File: src/rtl/alu_result_buffer_if.sv
// ----------------------------------------------------------------------------
// alu_result_buffer_if
//
// Purpose:
//   This interface bundles the signals between the ALU result buffer and the
//   logic around it. On one side the ALU produces results. On the other side
//   the write-back / PC-update logic consumes them. The interface also carries
//   the hold (ALUOut) register view and the occupancy count.
//
// Parameters:
//   DATA_W : width of an ALU result
//   PTR_W  : log2 of the buffer depth (count is PTR_W+1 bits wide)
//
// Signals:
//   in_data/in_zero/in_ctrl  : ALU result, zero flag, ALUControl code
//   in_valid / in_ready      : producer-side handshake
//   out_data/out_zero/out_neg/out_ctrl : head-of-queue result
//   out_valid / out_ready    : consumer-side handshake
//   hold_data / hold_zero    : most recently consumed result
//   count                    : number of occupied entries
//
// Modports:
//   master : the CPU side (drives the inputs and out_ready)
//   slave  : the buffer itself
// ----------------------------------------------------------------------------
interface alu_result_buffer_if #(
    parameter int DATA_W = 32,
    parameter int PTR_W  = 1
);
    logic [DATA_W-1:0] in_data;
    logic              in_zero;
    logic [3:0]        in_ctrl;
    logic              in_valid;
    logic              in_ready;

    logic [DATA_W-1:0] out_data;
    logic              out_zero;
    logic              out_neg;
    logic [3:0]        out_ctrl;
    logic              out_valid;
    logic              out_ready;

    logic [DATA_W-1:0] hold_data;
    logic              hold_zero;
    logic [PTR_W:0]    count;

    modport master (
        output in_data, in_zero, in_ctrl, in_valid, out_ready,
        input  in_ready, out_data, out_zero, out_neg, out_ctrl, out_valid,
        input  hold_data, hold_zero, count
    );

    modport slave (
        input  in_data, in_zero, in_ctrl, in_valid, out_ready,
        output in_ready, out_data, out_zero, out_neg, out_ctrl, out_valid,
        output hold_data, hold_zero, count
    );
endinterface

File: src/rtl/alu_result_buffer.sv
// ----------------------------------------------------------------------------
// alu_result_buffer
//
// Purpose:
//   This block captures each ALU result: the data value, the zero flag and the
//   ALUControl code. It queues the results in a small FIFO that uses
//   valid/ready handshakes. It also keeps an ALUOut-style hold register that
//   holds the last result the consumer took.
//
// Parameters:
//   DATA_W : width of the ALU result
//   DEPTH  : number of FIFO entries (a power of two, at least 2)
//   PTR_W  : log2(DEPTH)
//
// Ports:
//   clk    : rising-edge clock
//   reset  : synchronous, active-high reset
//   bus    : alu_result_buffer_if.slave. It carries the input handshake, the
//            head-of-queue outputs, the hold register and the count.
//
// Optional feature (macro ALU_RESULT_BYPASS_EN):
//   This applies when the buffer is empty, in_valid=1 and out_ready=1.
//   - The input flows combinationally to the out_* ports.
//   - The result is not written into the FIFO.
//   - The hold register loads the result on that edge.
//   When the macro is undefined, every result takes at least one cycle to pass
//   through.
// ----------------------------------------------------------------------------
module alu_result_buffer #(
    parameter int DATA_W = 32,
    parameter int DEPTH  = 2,
    parameter int PTR_W  = 1
) (
    input  logic                 clk,
    input  logic                 reset,
    alu_result_buffer_if.slave   bus
);

    localparam logic [PTR_W:0] DEPTH_CNT = (PTR_W + 1)'(DEPTH);

    // ------------------------------------------------------------------
    // Storage. Each entry is small and the head is read combinationally,
    // so the storage is kept in plain registers indexed by rd_ptr.
    // Entries are never cleared, because out_valid gates everything.
    // ------------------------------------------------------------------
    logic [DATA_W-1:0] r_mem_data [DEPTH];
    logic              r_mem_zero [DEPTH];
    logic [3:0]        r_mem_ctrl [DEPTH];

    logic [PTR_W-1:0]  r_wr_ptr;
    logic [PTR_W-1:0]  r_rd_ptr;
    logic [PTR_W:0]    r_count;

    logic [DATA_W-1:0] r_hold_data;
    logic              r_hold_zero;

    // ------------------------------------------------------------------
    // Handshake decode
    // ------------------------------------------------------------------
    logic w_full;
    logic w_empty;
    logic w_in_ready;
    logic w_bypass;
    logic w_push;
    logic w_pop;

    assign w_full  = (r_count == DEPTH_CNT);
    assign w_empty = (r_count == '0);

    // in_ready comes only from registered state. This avoids a
    // combinational path from out_ready back to the producer.
    assign w_in_ready = ~w_full;

`ifdef ALU_RESULT_BYPASS_EN
    assign w_bypass = w_empty & bus.in_valid & bus.out_ready;
`else
    assign w_bypass = 1'b0;
`endif

    // A bypassed result goes straight to the consumer. It never occupies
    // an entry.
    assign w_push = bus.in_valid & w_in_ready & ~w_bypass;
    assign w_pop  = ~w_empty & bus.out_ready;

    // ------------------------------------------------------------------
    // One-hot write enables, one per entry
    // ------------------------------------------------------------------
    logic [DEPTH-1:0] w_wr_en;

    generate
        for (genvar gi = 0; gi < DEPTH; gi++) begin : g_wr_en
            assign w_wr_en[gi] = w_push & (r_wr_ptr == PTR_W'(gi));
        end
    endgenerate

    always_ff @(posedge clk) begin
        if (!reset) begin
            for (int i = 0; i < DEPTH; i++) begin
                if (w_wr_en[i]) begin
                    r_mem_data[i] <= bus.in_data;
                    r_mem_zero[i] <= bus.in_zero;
                    r_mem_ctrl[i] <= bus.in_ctrl;
                end
            end
        end
    end

    // ------------------------------------------------------------------
    // Pointers and occupancy. DEPTH is a power of two, so the pointers
    // wrap modulo DEPTH on their own.
    // ------------------------------------------------------------------
    always_ff @(posedge clk) begin
        if (reset) begin
            r_wr_ptr <= '0;
            r_rd_ptr <= '0;
            r_count  <= '0;
        end else begin
            if (w_push) begin
                r_wr_ptr <= r_wr_ptr + 1'b1;
            end
            if (w_pop) begin
                r_rd_ptr <= r_rd_ptr + 1'b1;
            end
            case ({w_push, w_pop})
                2'b10:   r_count <= r_count + 1'b1;
                2'b01:   r_count <= r_count - 1'b1;
                default: r_count <= r_count;
            endcase
        end
    end

    // ------------------------------------------------------------------
    // Head-of-queue view. All fields read as zero when nothing is valid.
    // ------------------------------------------------------------------
    logic [DATA_W-1:0] w_head_data;
    logic              w_head_zero;
    logic [3:0]        w_head_ctrl;
    logic              w_head_valid;

    always_comb begin
        w_head_data  = '0;
        w_head_zero  = 1'b0;
        w_head_ctrl  = '0;
        w_head_valid = 1'b0;
        if (w_bypass) begin
            w_head_data  = bus.in_data;
            w_head_zero  = bus.in_zero;
            w_head_ctrl  = bus.in_ctrl;
            w_head_valid = 1'b1;
        end else if (!w_empty) begin
            w_head_data  = r_mem_data[r_rd_ptr];
            w_head_zero  = r_mem_zero[r_rd_ptr];
            w_head_ctrl  = r_mem_ctrl[r_rd_ptr];
            w_head_valid = 1'b1;
        end
    end

    // ------------------------------------------------------------------
    // Hold register. It captures whatever the consumer takes on this edge,
    // whether that is a queued entry or a bypassed result.
    // ------------------------------------------------------------------
    always_ff @(posedge clk) begin
        if (reset) begin
            r_hold_data <= '0;
            r_hold_zero <= 1'b0;
        end else if (w_bypass || w_pop) begin
            r_hold_data <= w_head_data;
            r_hold_zero <= w_head_zero;
        end
    end

    // ------------------------------------------------------------------
    // Outputs
    // ------------------------------------------------------------------
    assign bus.in_ready  = w_in_ready;
    assign bus.out_valid = w_head_valid;
    assign bus.out_data  = w_head_data;
    assign bus.out_zero  = w_head_zero;
    assign bus.out_ctrl  = w_head_ctrl;
    assign bus.out_neg   = w_head_data[DATA_W-1];
    assign bus.hold_data = r_hold_data;
    assign bus.hold_zero = r_hold_zero;
    assign bus.count     = r_count;

endmodule

File: src/flat_wrapper.sv
// flat-port wrapper written by rule: the top's interface ports become plain ports
module alu_result_buffer_flat 
#(
    parameter int DATA_W = 32,
    parameter int DEPTH  = 2,
    parameter int PTR_W  = 1
)
  (clk, reset, bus_in_data, bus_in_zero, bus_in_ctrl, bus_in_valid, bus_out_ready, bus_in_ready, bus_out_data, bus_out_zero, bus_out_neg, bus_out_ctrl, bus_out_valid, bus_hold_data, bus_hold_zero, bus_count);
  alu_result_buffer_if #(.DATA_W(DATA_W), .PTR_W(PTR_W)) bus_i ();
  input  logic clk;
  input  logic reset;
  input wire logic [$bits(bus_i.in_data)-1:0] bus_in_data;
  input wire logic [$bits(bus_i.in_zero)-1:0] bus_in_zero;
  input wire logic [$bits(bus_i.in_ctrl)-1:0] bus_in_ctrl;
  input wire logic [$bits(bus_i.in_valid)-1:0] bus_in_valid;
  input wire logic [$bits(bus_i.out_ready)-1:0] bus_out_ready;
  output wire logic [$bits(bus_i.in_ready)-1:0] bus_in_ready;
  output wire logic [$bits(bus_i.out_data)-1:0] bus_out_data;
  output wire logic [$bits(bus_i.out_zero)-1:0] bus_out_zero;
  output wire logic [$bits(bus_i.out_neg)-1:0] bus_out_neg;
  output wire logic [$bits(bus_i.out_ctrl)-1:0] bus_out_ctrl;
  output wire logic [$bits(bus_i.out_valid)-1:0] bus_out_valid;
  output wire logic [$bits(bus_i.hold_data)-1:0] bus_hold_data;
  output wire logic [$bits(bus_i.hold_zero)-1:0] bus_hold_zero;
  output wire logic [$bits(bus_i.count)-1:0] bus_count;
  assign bus_i.in_data = bus_in_data;
  assign bus_i.in_zero = bus_in_zero;
  assign bus_i.in_ctrl = bus_in_ctrl;
  assign bus_i.in_valid = bus_in_valid;
  assign bus_i.out_ready = bus_out_ready;
  assign bus_in_ready = bus_i.in_ready;
  assign bus_out_data = bus_i.out_data;
  assign bus_out_zero = bus_i.out_zero;
  assign bus_out_neg = bus_i.out_neg;
  assign bus_out_ctrl = bus_i.out_ctrl;
  assign bus_out_valid = bus_i.out_valid;
  assign bus_hold_data = bus_i.hold_data;
  assign bus_hold_zero = bus_i.hold_zero;
  assign bus_count = bus_i.count;
  alu_result_buffer #(.DATA_W(DATA_W), .DEPTH(DEPTH), .PTR_W(PTR_W)) u_core (.clk(clk), .reset(reset), .bus(bus_i));
endmodule
File: config.mk
export PLATFORM = sky130hd
export DESIGN_NAME = alu_result_buffer_flat
export DESIGN_NICKNAME = d
export VERILOG_FILES = /design/src/rtl/alu_result_buffer_if.sv /design/src/rtl/alu_result_buffer.sv /design/src/flat_wrapper.sv
export SDC_FILE = /design/constraint.sdc
export NUM_CORES = 1
export LEC_CHECK = 0
export BUFFER_PORTS_ARGS = -buffer_cell sky130_fd_sc_hd__buf_2
export CORE_MARGIN = 3
export CORE_UTILIZATION = 35
export CTS_BUF_LIST = sky130_fd_sc_hd__clkbuf_4 sky130_fd_sc_hd__clkbuf_8 sky130_fd_sc_hd__clkbuf_16
export CTS_CLUSTER_DIAMETER = 50
export DETAILED_ROUTE_END_ITERATION = 10
export GPL_ROUTABILITY_DRIVEN = 0
export MAX_ROUTING_LAYER = met4
export REMOVE_ABC_BUFFERS = 1
export SYNTH_ARGS = -nofsm -noshare
export SYNTH_HDL_FRONTEND = slang
export SYNTH_SLANG_ARGS = --single-unit
File: constraint.sdc
create_clock -name clk -period 5.28 [get_ports clk]
set_input_delay 1.056 -clock clk [delete_from_list [all_inputs] [get_ports clk]]
set_output_delay 1.056 -clock clk [all_outputs]
set_load 0.005 [all_outputs]
==> results of run 1 <==
[through the flow]
step / power [mW] / area (sq um) / cells / worst slack [ps]
after floorplan: 1.62 / 4000 / 245 / 919
after CTS: 2.72 / 5150 / 524 / 2120
after global placement: 1.96 / 4820 / 508 / 2520
after detailed placement: 1.97 / 4820 / 508 / 2510
after global routing: 2.83 / 5150 / 524 / 2040
final: 2.66 / 5150 / 524 / 2230
[placed cells by master (no fill, tap or decap), types with 3 or more instances in the layout]
cell type	netlist	routed
a21oi_1	3	3
a22o_1	32	32
buf_2	3	115
buf_4	2	5
clkbuf_16	0	9
dfxtp_1	38	37
edfxtp_1	74	74
inv_1	3	3
mux2i_1	37	37
nor2_1	15	15
nor2_2	26	25
o21ai_0	3	3
[final cells by class]
type                       count  area [sq um]  area share, %
clock inverter                 3          65.1           1.26
inverter                       4          15.0          0.292
multi-input combinational    129          1030           19.9
tap                          143           179           3.47
clock buffer                  13           268           5.20
timing repair buffer         120           613           11.9
sequential                   112          2980           57.9
[per-layer routing]
layer | GRT usage [%] | up-vias
li1 | - | 1200
met1 | 15.4 | 1178
met2 | 20.1 | 80
met3 | 3.89 | 11
met4 | 5.87 | 0
met5 | - | -
[sequential cells by signal, summed over array words and instances, names as in the netlist, named ones only]
name                  cells
u_core.r_mem_data        64
u_core.r_mem_zero         2
u_core.r_mem_ctrl         8
u_core.bus.hold_zero      1
u_core.r_rd_ptr           1
u_core.bus.hold_data     32
u_core.bus.count          2
u_core.r_wr_ptr           1
[power groups by stage]
| stage | Sequential [mW] | Clock [mW] | Combinational [mW] |
|---|---|---|---|
| final | 1.17 | 0.739 | 0.756 |
| after floorplan | 1.18 | 0 | 0.445 |
| after global placement | 1.19 | 0 | 0.771 |
| after detailed placement | 1.19 | 0 | 0.777 |
| after CTS | 1.17 | 0.764 | 0.780 |
| after global routing | 1.19 | 0.801 | 0.844 |
[path summary, 6_finish.rpt]
| check | from | end | slack [ps] | cells after the start |
|---|---|---|---|---|
| setup / recovery | flip-flop | bus_out_data[17] | 2230 | 3 |
| hold / removal | u_core.bus.hold_data[12] | u_core.bus.hold_data[12] | 470 | 1 |
| setup reg to reg | u_core.bus.count[0] | u_core.bus.hold_data[26] | 2740 | 5 |
| hold reg to reg | u_core.bus.hold_data[12] | u_core.bus.hold_data[12] | 470 | 1 |
[critical path: stages (launching register included)]
cell,delay (ps)
dfxtp_2,1110
mux2i_1,170
nor2_1,220
buf_2,150
[kinds of logic after synthesis]
family                     count (synthesis)  synth area share [%]
AOI/OAI and AO/OA                         40                  8.03
muxes                                     37                  8.91
adders and majority gates                  1                 0.301
buffers and inverters                     21                  4.15
xor gates and xnor gates                   3                 0.632
and+or+nand+nor                           48                  6.26
DFF                                      112                  71.7
==> flow_metrics.env, run 1 <==
export IMPL_synth_top_cell_area_share_pct=53.4
export IMPL_crit_path_end_kind="output pin"
export IMPL_setup_viol=0
export IMPL_max_slew_margin_rel_pct=22.0
export IMPL_fmax_ghz=0.328
export IMPL_synth_seq_cells=112
export IMPL_worst_hold_path_type="flip-flop to flip-flop"
export IMPL_diodes=0
export IMPL_syn2layout_area_growth_pct=23.8
export IMPL_power_frac_seq_pct=43.9
export IMPL_fin_crit_sh_pct=57.8
export IMPL_arrival_ps=2000
export IMPL_hold_viol_final=0
export IMPL_routed_via_density=4.71
export IMPL_slew_violations=0
export IMPL_critical_path_class="flip-flop to output pin"
export IMPL_leakagePower_nw=2.07
export IMPL_grt_start_max_net_pins=38
export IMPL_ys_warn_count=0
export IMPL_rows=39
export IMPL_port_buffers=115
export IMPL_synth_seq_area_share_pct=71.7
export IMPL_p_clk_share_pct=27.8
export IMPL_yosys_top_cells_area="edfxtp_1 (53%), dfxtp_1 (18%), mux2i_1 (8.9%), a22o_1 (6.7%), nor2_2 (3.9%)"
export IMPL_cts_root_buf="clkbuf_16"
export IMPL_start_util_pct=36.1
export IMPL_ir_drop_mv=0.237
export IMPL_worstMarginPinSlew_ps=1170
export IMPL_grt_pass1_vias=2465
export IMPL_cp_required_ps=4220
export IMPL_wl_met1_mm=3.42
export IMPL_topRoutingLayerUsed="met4"
export IMPL_syn_area_sq_mm=0.00416
export IMPL_antenna_found_initial=0
export IMPL_wl_met3_um=486
export IMPL_cts_buffers=9
export IMPL_ys_top_cells_by_count="edfxtp_1 (74), dfxtp_1 (38), mux2i_1 (37)"
export IMPL_post_cts_resized=0
export IMPL_intPower_mw=1.87
export IMPL_drv_cap=0
export IMPL_die_h_um=115
export IMPL_fp_dieW_um=115
export IMPL_core_area_sq_mm=0.0115
export IMPL_yosysTopAreaCell="edfxtp_1"
export IMPL_grt_first_pass_wirelength_mm=12.5
export IMPL_syn_inst=262
export IMPL_dpl_hpwl_mm=5.28
export IMPL_start_kind="flip-flop"
export IMPL_route_vias_total=2469
export IMPL_synth_avg_cell_area_sq_um=15.9
export IMPL_fin_crit_ps=3050
export IMPL_p_sw_share_pct=29.9
export IMPL_ys_async_sr_fraction_pct=0
export IMPL_routed_wl_mm=8.02
export IMPL_fin_setup_tns_ps=0
export IMPL_status="finished clean"
export IMPL_dr_wl_met2_mm=3.96
export IMPL_combinationalPowerShare_pct=28.4
export IMPL_cts_tree="done"
export IMPL_yosysMostFrequentCell="edfxtp_1"
export IMPL_ant_nets=0
export IMPL_cts_buffer_depth=2
export IMPL_crit_path_max_fanout=37
export IMPL_fin_worst_skew_ps=4.54
export IMPL_grt_overflow_total=0
export IMPL_synth_main_ff_cell="edfxtp_1"
export IMPL_rsz0062_at_grt="false"
export IMPL_synth_edff_count=74
export IMPL_clk_latency_ps=340
export IMPL_p_sw_mw=0.796
export IMPL_fillers=1064
export IMPL_firstDrtPassIters=4
export IMPL_utilization_pct=44.7
export IMPL_holdBufCountCts=0
export IMPL_power_density_mw_per_mm2=517
export IMPL_die_area_sq_mm=0.0132
export IMPL_cts_sinks=112
export IMPL_holdWs_ps=468
export IMPL_wl_per_cell_um=15.3
export IMPL_nets=418
export IMPL_cts_setup_buffers=0
export IMPL_grt_use_total_pct=12.9
export IMPL_clk_pin_slew_ps=60
export IMPL_ys_types=24
export IMPL_remaining_drc_errors=0
export IMPL_first_iter_violations=90
export IMPL_htreeDepth=3
export IMPL_io_pins=116
export IMPL_drive_gt1_share_pct=44.1
(Power assumes the default switching activity.)
==> run 2, diff against run 1 <==
--- a/config.mk
+++ b/config.mk
@@ -5,6 +5,7 @@
 export SDC_FILE = /design/constraint.sdc
 export NUM_CORES = 1
 export LEC_CHECK = 0
+export ABC_AREA = 1
 export BUFFER_PORTS_ARGS = -buffer_cell sky130_fd_sc_hd__buf_2
 export CORE_MARGIN = 3
 export CORE_UTILIZATION = 35
==> constraint.sdc (replaced) <==
create_clock -name clk -period 3.1 [get_ports clk]
set_input_delay 0.62 -clock clk [delete_from_list [all_inputs] [get_ports clk]]
set_output_delay 0.62 -clock clk [all_outputs]
set_load 0.005 [all_outputs]
==> run 2 against run 1 <==
Via count increased by 34%. Power increased by 50%. Clock-buffer cell count decreased by 2. Die area increased by 5.8%. Sequential power increased by 57%. Combinational power increased by 36%.
==> flow_metrics.env, run 2 <==
export IMPL_wl_per_cell_um=15.5
export IMPL_synth_seq_area_share_pct=67.6
export IMPL_synth_top_cell_area_share_pct=50.3
export IMPL_rsz0062_at_grt="false"
export IMPL_cts_sinks=112
export IMPL_r2r_slack_ps=1090
export IMPL_power_density_mw_per_mm2=747
export IMPL_antenna_found_initial=2
export IMPL_start_kind="flip-flop"
export IMPL_drive_gt1_share_pct=28.9
export IMPL_layout_commonest_cell="nand2_1"
export IMPL_post_cts_resized=0
export IMPL_routed_via_density=4.76
export IMPL_cts_buffer_depth=2
export IMPL_routed_wl_mm=10.7
export IMPL_syn2layout_area_growth_pct=21.3
export IMPL_dr_wl_met2_mm=5.23
export IMPL_worst_hold_path_type="flip-flop to flip-flop"
export IMPL_grt_overflow_total=0
export IMPL_firstDrtPassIters=6
export IMPL_ant_nets=0
export IMPL_cp_slowest_cell="inv_2"
export IMPL_fmax_ghz=0.387
export IMPL_cts_buffers=9
export IMPL_synth_seq_cells=112
export IMPL_max_stage_delay_ps=620
export IMPL_hold_viol_final=0
export IMPL_yosysMostFrequentCell="nand2_1"
export IMPL_die_h_um=118
export IMPL_ys_types=20
export IMPL_slew_violations=0
export IMPL_grt_pass1_vias=3204
export IMPL_ys_async_sr_fraction_pct=0
export IMPL_synth_avg_cell_area_sq_um=10.7
export IMPL_core_area_sq_mm=0.0122
export IMPL_wl_met1_mm=4.67
export IMPL_cp_required_ps=2480
export IMPL_worstHoldEndpoint="u_core.bus.hold_data[3]"
export IMPL_fin_crit_sh_pct=83.5
export IMPL_crit_family="buffers and inverters"
export IMPL_cp_depth=4
export IMPL_fp_dieW_um=118
export IMPL_grt_first_pass_wirelength_mm=16.7
export IMPL_syn_inst=413
export IMPL_worstMarginPinSlew_ps=810
export IMPL_r2r_end="u_core.r_mem_data[1][15]"
export IMPL_crit_chain="inv_2 > nand2_1 > a21oi_1 > buf_2"
export IMPL_yosys_top_cells_area="edfxtp_1 (50%), dfxtp_1 (17%), nand2_1 (12%), a21oi_1 (8.2%), nand3_1 (3.7%)"
export IMPL_largest_register="u_core.r_mem_data"
export IMPL_setup_viol=0
export IMPL_cts_setup_buffers=0
export IMPL_grt_use_total_pct=15.7
export IMPL_leakagePower_nw=2.26
export IMPL_r2r_cells=7
export IMPL_syn_area_sq_mm=0.00441
export IMPL_holdBufCountCts=0
export IMPL_first_iter_violations=233
export IMPL_cts_root_buf="clkbuf_16"
export IMPL_worst_path_buf_inv=2
export IMPL_dpl_hpwl_mm=6.69
export IMPL_io_pins=116
export IMPL_synth_main_ff_cell="edfxtp_1"
export IMPL_largest_reg_flops=64
export IMPL_critical_path_class="flip-flop to output pin"
export IMPL_die_area_sq_mm=0.0140
export IMPL_grt_start_max_net_pins=38
export IMPL_fin_worst_skew_ps=3.06
export IMPL_yosysTopAreaCell="edfxtp_1"
export IMPL_clk_latency_ps=340
export IMPL_fin_crit_ps=2590
export IMPL_status="finished clean"
export IMPL_holdWs_ps=462
export IMPL_cts_tree="done"
export IMPL_max_slew_margin_rel_pct=46.0
export IMPL_wl_met3_um=717
export IMPL_min_from="u_core.bus.hold_data[3]"
export IMPL_power_mw=4.00
export IMPL_htreeDepth=3
export IMPL_drv_cap=0
export IMPL_synth_edff_count=74
export IMPL_ys_top_cells_by_count="nand2_1 (137), edfxtp_1 (74), a21oi_1 (72)"
export IMPL_ir_drop_mv=0.232
export IMPL_layout_common_cells="nand2_1 (137), buf_2 (115), edfxtp_1 (74), a21oi_1 (72), dfxtp_1 (37)"
export IMPL_crit_path_max_fanout=37
export IMPL_nets=560
export IMPL_r2r_start="u_core.bus.count[0]"
export IMPL_rows=40
export IMPL_port_buffers=115
export IMPL_clk_pin_slew_ps=70
export IMPL_arrival_ps=1970
export IMPL_start_util_pct=36.3
export IMPL_remaining_drc_errors=0
export IMPL_whs_path_depth=2
export IMPL_crit_path_end_kind="output pin"
export IMPL_topRoutingLayerUsed="met4"
export IMPL_route_vias_total=3298
export IMPL_ys_warn_count=0
[run 2: cell count changes in the layout (fill, tap and decap cells not counted), moves of 2 or more]
cell / before / now
nor2_1: 15 / 9
nand2_2: 0 / 9
nor2_2: 25 / 0
or3_1: 2 / 0
mux2i_1: 37 / 0
nand3_1: 0 / 33
nand2_4: 0 / 2
a21oi_1: 3 / 72
nand2_1: 1 / 137
clkinv_1: 0 / 3
a22o_1: 32 / 0
diode_2: 0 / 2
xor2_1: 2 / 0
[run 2: layout make-up]
cell class	instances	area [sq um]
fillers	1172	6810
flip-flops and latches	112	2980
multi-input cells	269	1210
repair buffers	120	626
clock buffers	11	246
well taps	168	210
clock inverters	5	46.3
inverters	6	22.5
diodes	2	5.00
[run 2: where the power goes]
group          total (mW)  switching, mW  internal [mW]
logic                1.03          0.668          0.361
registers            1.84         0.0945           1.74
clock network        1.13          0.482          0.648
total                4.00           1.24           2.75
[run 2: per-layer routing]
metal	vias up	global-route usage (%)
met1	1541	19.3
met3	14	4.40
li1	1627	-
met4	0	4.69
met5	-	-
met2	116	25.4
[run 2: cells by family (layout without fill, tap and decap cells)]
group           after synthesis  after routing  share of synthesized area (%)
fa+ha+maj                     1              1                          0.283
buf+inv                      32            142                           5.39
other cells                   0              2                              0
compound gates               74             74                           8.39
flops                       112            112                           67.6
simple gates                194            194                           18.4
[run 2: how the worst max path moves through the flow]
stage	slack, ps	end	from
after floorplan	-620	u_core.r_mem_ctrl[0][0]	bus_in_valid
after global placement	870	bus_out_data[25]	flip-flop
after detailed placement	850	bus_out_data[1]	flip-flop
after CTS	470	bus_out_data[1]	flip-flop
after global routing	340	bus_out_data[14]	flip-flop
final	510	bus_out_data[25]	flip-flop
[run 2: worst min-delay path: stages (launching register included)]
cell and delay [ps]:
dfxtp_1 310, nand2_1 60, a21oi_1 50
[run 2: metrics by stage]
stage               TNS [ps]  setup slack [ps]  std cells  area (sq um)  utilization [%]
floorplan             -22760              -615        387          4200                -
global placement           0               871        675          5060             41.6
detailed placement         0               853        675          5060             41.6
CTS                        0               469        691          5350             44.0
global route               0               341        693          5350             44.0
finish                     0               513        693          5350             44.0
==> run 3, diff against run 2 <==
--- a/config.mk
+++ b/config.mk
@@ -5,7 +5,7 @@
 export SDC_FILE = /design/constraint.sdc
 export NUM_CORES = 1
 export LEC_CHECK = 0
-export ABC_AREA = 1
+export ABC_AREA = 0
 export BUFFER_PORTS_ARGS = -buffer_cell sky130_fd_sc_hd__buf_2
 export CORE_MARGIN = 3
 export CORE_UTILIZATION = 35
==> constraint.sdc (replaced) <==
create_clock -name clk -period 2.4 [get_ports clk]
set_input_delay 0.48 -clock clk [delete_from_list [all_inputs] [get_ports clk]]
set_output_delay 0.48 -clock clk [all_outputs]
set_load 0.005 [all_outputs]
==> run 3 against run 2 <==
Clock power is 30% higher. Non-clock buffer count is 6 higher. Die area is 5.5% lower. Utilization is 0.89 points higher. Register-to-register slack worse by 420 ps. Critical path type unchanged. Critical endpoint is now bus_out_data[20]. Largest cell class unchanged.
==> flow_metrics.env, run 3 (synthesis gave the netlist of run 1 again) <==
export IMPL_crit_path_max_fanout=18
export IMPL_worst_hold_path_type="input pin to flip-flop"
export IMPL_hold_viol_final=0
export IMPL_antenna_found_initial=0
export IMPL_drv_cap=0
export IMPL_combinationalPowerShare_pct=32.0
export IMPL_leakagePower_nw=2.08
export IMPL_setup_viol=0
export IMPL_grt_first_pass_wirelength_mm=12.6
export IMPL_arrival_ps=1510
export IMPL_place_inst=514
export IMPL_r2r_slack_ps=670
export IMPL_cts_root_buf="clkbuf_16"
export IMPL_power_frac_seq_pct=42.5
export IMPL_cp_slowest_cell="dfxtp_2"
export IMPL_setup_ws_ps=410
export IMPL_ir_drop_mv=0.491
export IMPL_die_area_sq_mm=0.0132
export IMPL_fin_worst_skew_ps=5.04
export IMPL_rows=39
export IMPL_clk_pin_slew_ps=70
export IMPL_max_slew_margin_rel_pct=68.8
export IMPL_cts_buffer_depth=2
export IMPL_slew_violations=0
export IMPL_ant_nets=0
export IMPL_firstDrtPassIters=4
export IMPL_start_kind="flip-flop"
export IMPL_largest_reg_flops=64
export IMPL_p_sw_mw=1.82
export IMPL_crit_family="buffers and inverters"
export IMPL_cts_sinks=112
export IMPL_grt_start_max_net_pins=20
export IMPL_post_cts_resized=0
export IMPL_cts_tree="done"
export IMPL_fillers=1048
export IMPL_core_area_sq_mm=0.0115
export IMPL_fin_crit_ps=1990
export IMPL_fin_area_sq_mm=0.00517
export IMPL_worst_path_buf_inv=2
export IMPL_dp_slack_ps=631
export IMPL_fmax_ghz=0.503
export IMPL_cts_buffers=9
export IMPL_remaining_drc_errors=0
export IMPL_syn2layout_area_growth_pct=24.4
export IMPL_worstMarginPinSlew_ps=467
export IMPL_wl_per_cell_um=15.4
export IMPL_io_pins=116
export IMPL_grt_pass1_vias=2507
export IMPL_clk_latency_ps=340
export IMPL_routed_wl_mm=8.16
export IMPL_start_util_pct=36.1
export IMPL_rsz0062_at_grt="false"
export IMPL_grt_overflow_total=0
export IMPL_first_iter_violations=70
export IMPL_p_sw_share_pct=31.5
export IMPL_r2r_start="u_core.bus.count[1]"
export IMPL_holdBufCountCts=0
export IMPL_status="finished clean"
export IMPL_power_density_mw_per_mm2=1120
export IMPL_port_buffers=115
export IMPL_holdWs_ps=317
export IMPL_layout_commonest_cell="buf_2"
export IMPL_cp_required_ps=1920
export IMPL_place_area_sq_mm=0.00487
export IMPL_max_stage_delay_ps=330
export IMPL_critical_path_class="flip-flop to output pin"
export IMPL_final_cells=530
export IMPL_htreeDepth=3
export IMPL_nets=424
export IMPL_routed_via_density=4.78
export IMPL_fp_dieW_um=115
export IMPL_dpl_hpwl_mm=5.65
export IMPL_crit_chain="buf_4 > mux2i_1 > nor2_1 > buf_2"
export IMPL_diodes=0
export IMPL_largest_register="u_core.r_mem_data"
export IMPL_fin_crit_sh_pct=82.9
export IMPL_intPower_mw=3.95
export IMPL_utilization_pct=44.9
export IMPL_drive_gt1_share_pct=45.0
export IMPL_min_from="bus_in_data[2]"
export IMPL_die_h_um=115
export IMPL_route_vias_total=2536
export IMPL_grt_use_total_pct=13.0
export IMPL_layout_common_cells="buf_2 (115), edfxtp_1 (74), mux2i_1 (37), dfxtp_1 (37), a22o_1 (32)"
export IMPL_p_clk_share_pct=25.5
export IMPL_cts_setup_buffers=0
export IMPL_crit_path_end_kind="output pin"
run 3: final timing paths:
path | end | cells after the start
max reg2reg | u_core.bus.count[1] | 6
min reg2reg | u_core.bus.hold_data[12] | 1
min | u_core.r_mem_data[1][2] | 1
max | bus_out_data[20] | 4
run 3: stage by stage:
step | power [mW] | TNS [ps]
3_3_place_gp | 4.35 | 0
2_1_floorplan | 3.57 | -107990
3_5_place_dp | 4.38 | 0
4_1_cts | 5.86 | 0
5_1_grt | 6.14 | 0
6_report | 5.77 | 0
run 3: power by group through the flow:
stage	Combinational (mW)	Clock [mW]	Sequential [mW]
after global routing	2.05	1.61	2.48
after detailed placement	1.88	0	2.49
final	1.85	1.47	2.45
after floorplan	0.979	0	2.59
after global placement	1.87	0	2.48
after CTS	1.89	1.52	2.45
run 3: final cells by class:
class	count	area (sq um)	area share [%]
clock buffers	9	225	4.35
clock inverters	7	72.6	1.40
inverters	4	15.0	0.290
multi-input cells	129	1030	19.8
flip-flops and latches	112	2980	57.7
well taps	143	179	3.46
repair buffers	126	671	13.0
run 3: worst register-to-register path: stages (launching register included):
cell	delay [ps]
dfxtp_1	430
nor2b_1	230
inv_1	70
nand2_1	140
ha_1	290
or3_1	360
a21oi_1	140
run 3: per-layer routing:
| metal | wire length (um) | GRT usage, % | vias up |
|---|---|---|---|
| met5 | 0 | - | - |
| met4 | 146 | 5.40 | 0 |
| met3 | 440 | 3.95 | 11 |
| met2 | 3970 | 20.9 | 79 |
| met1 | 3600 | 15.3 | 1234 |
| li1 | - | - | 1212 |
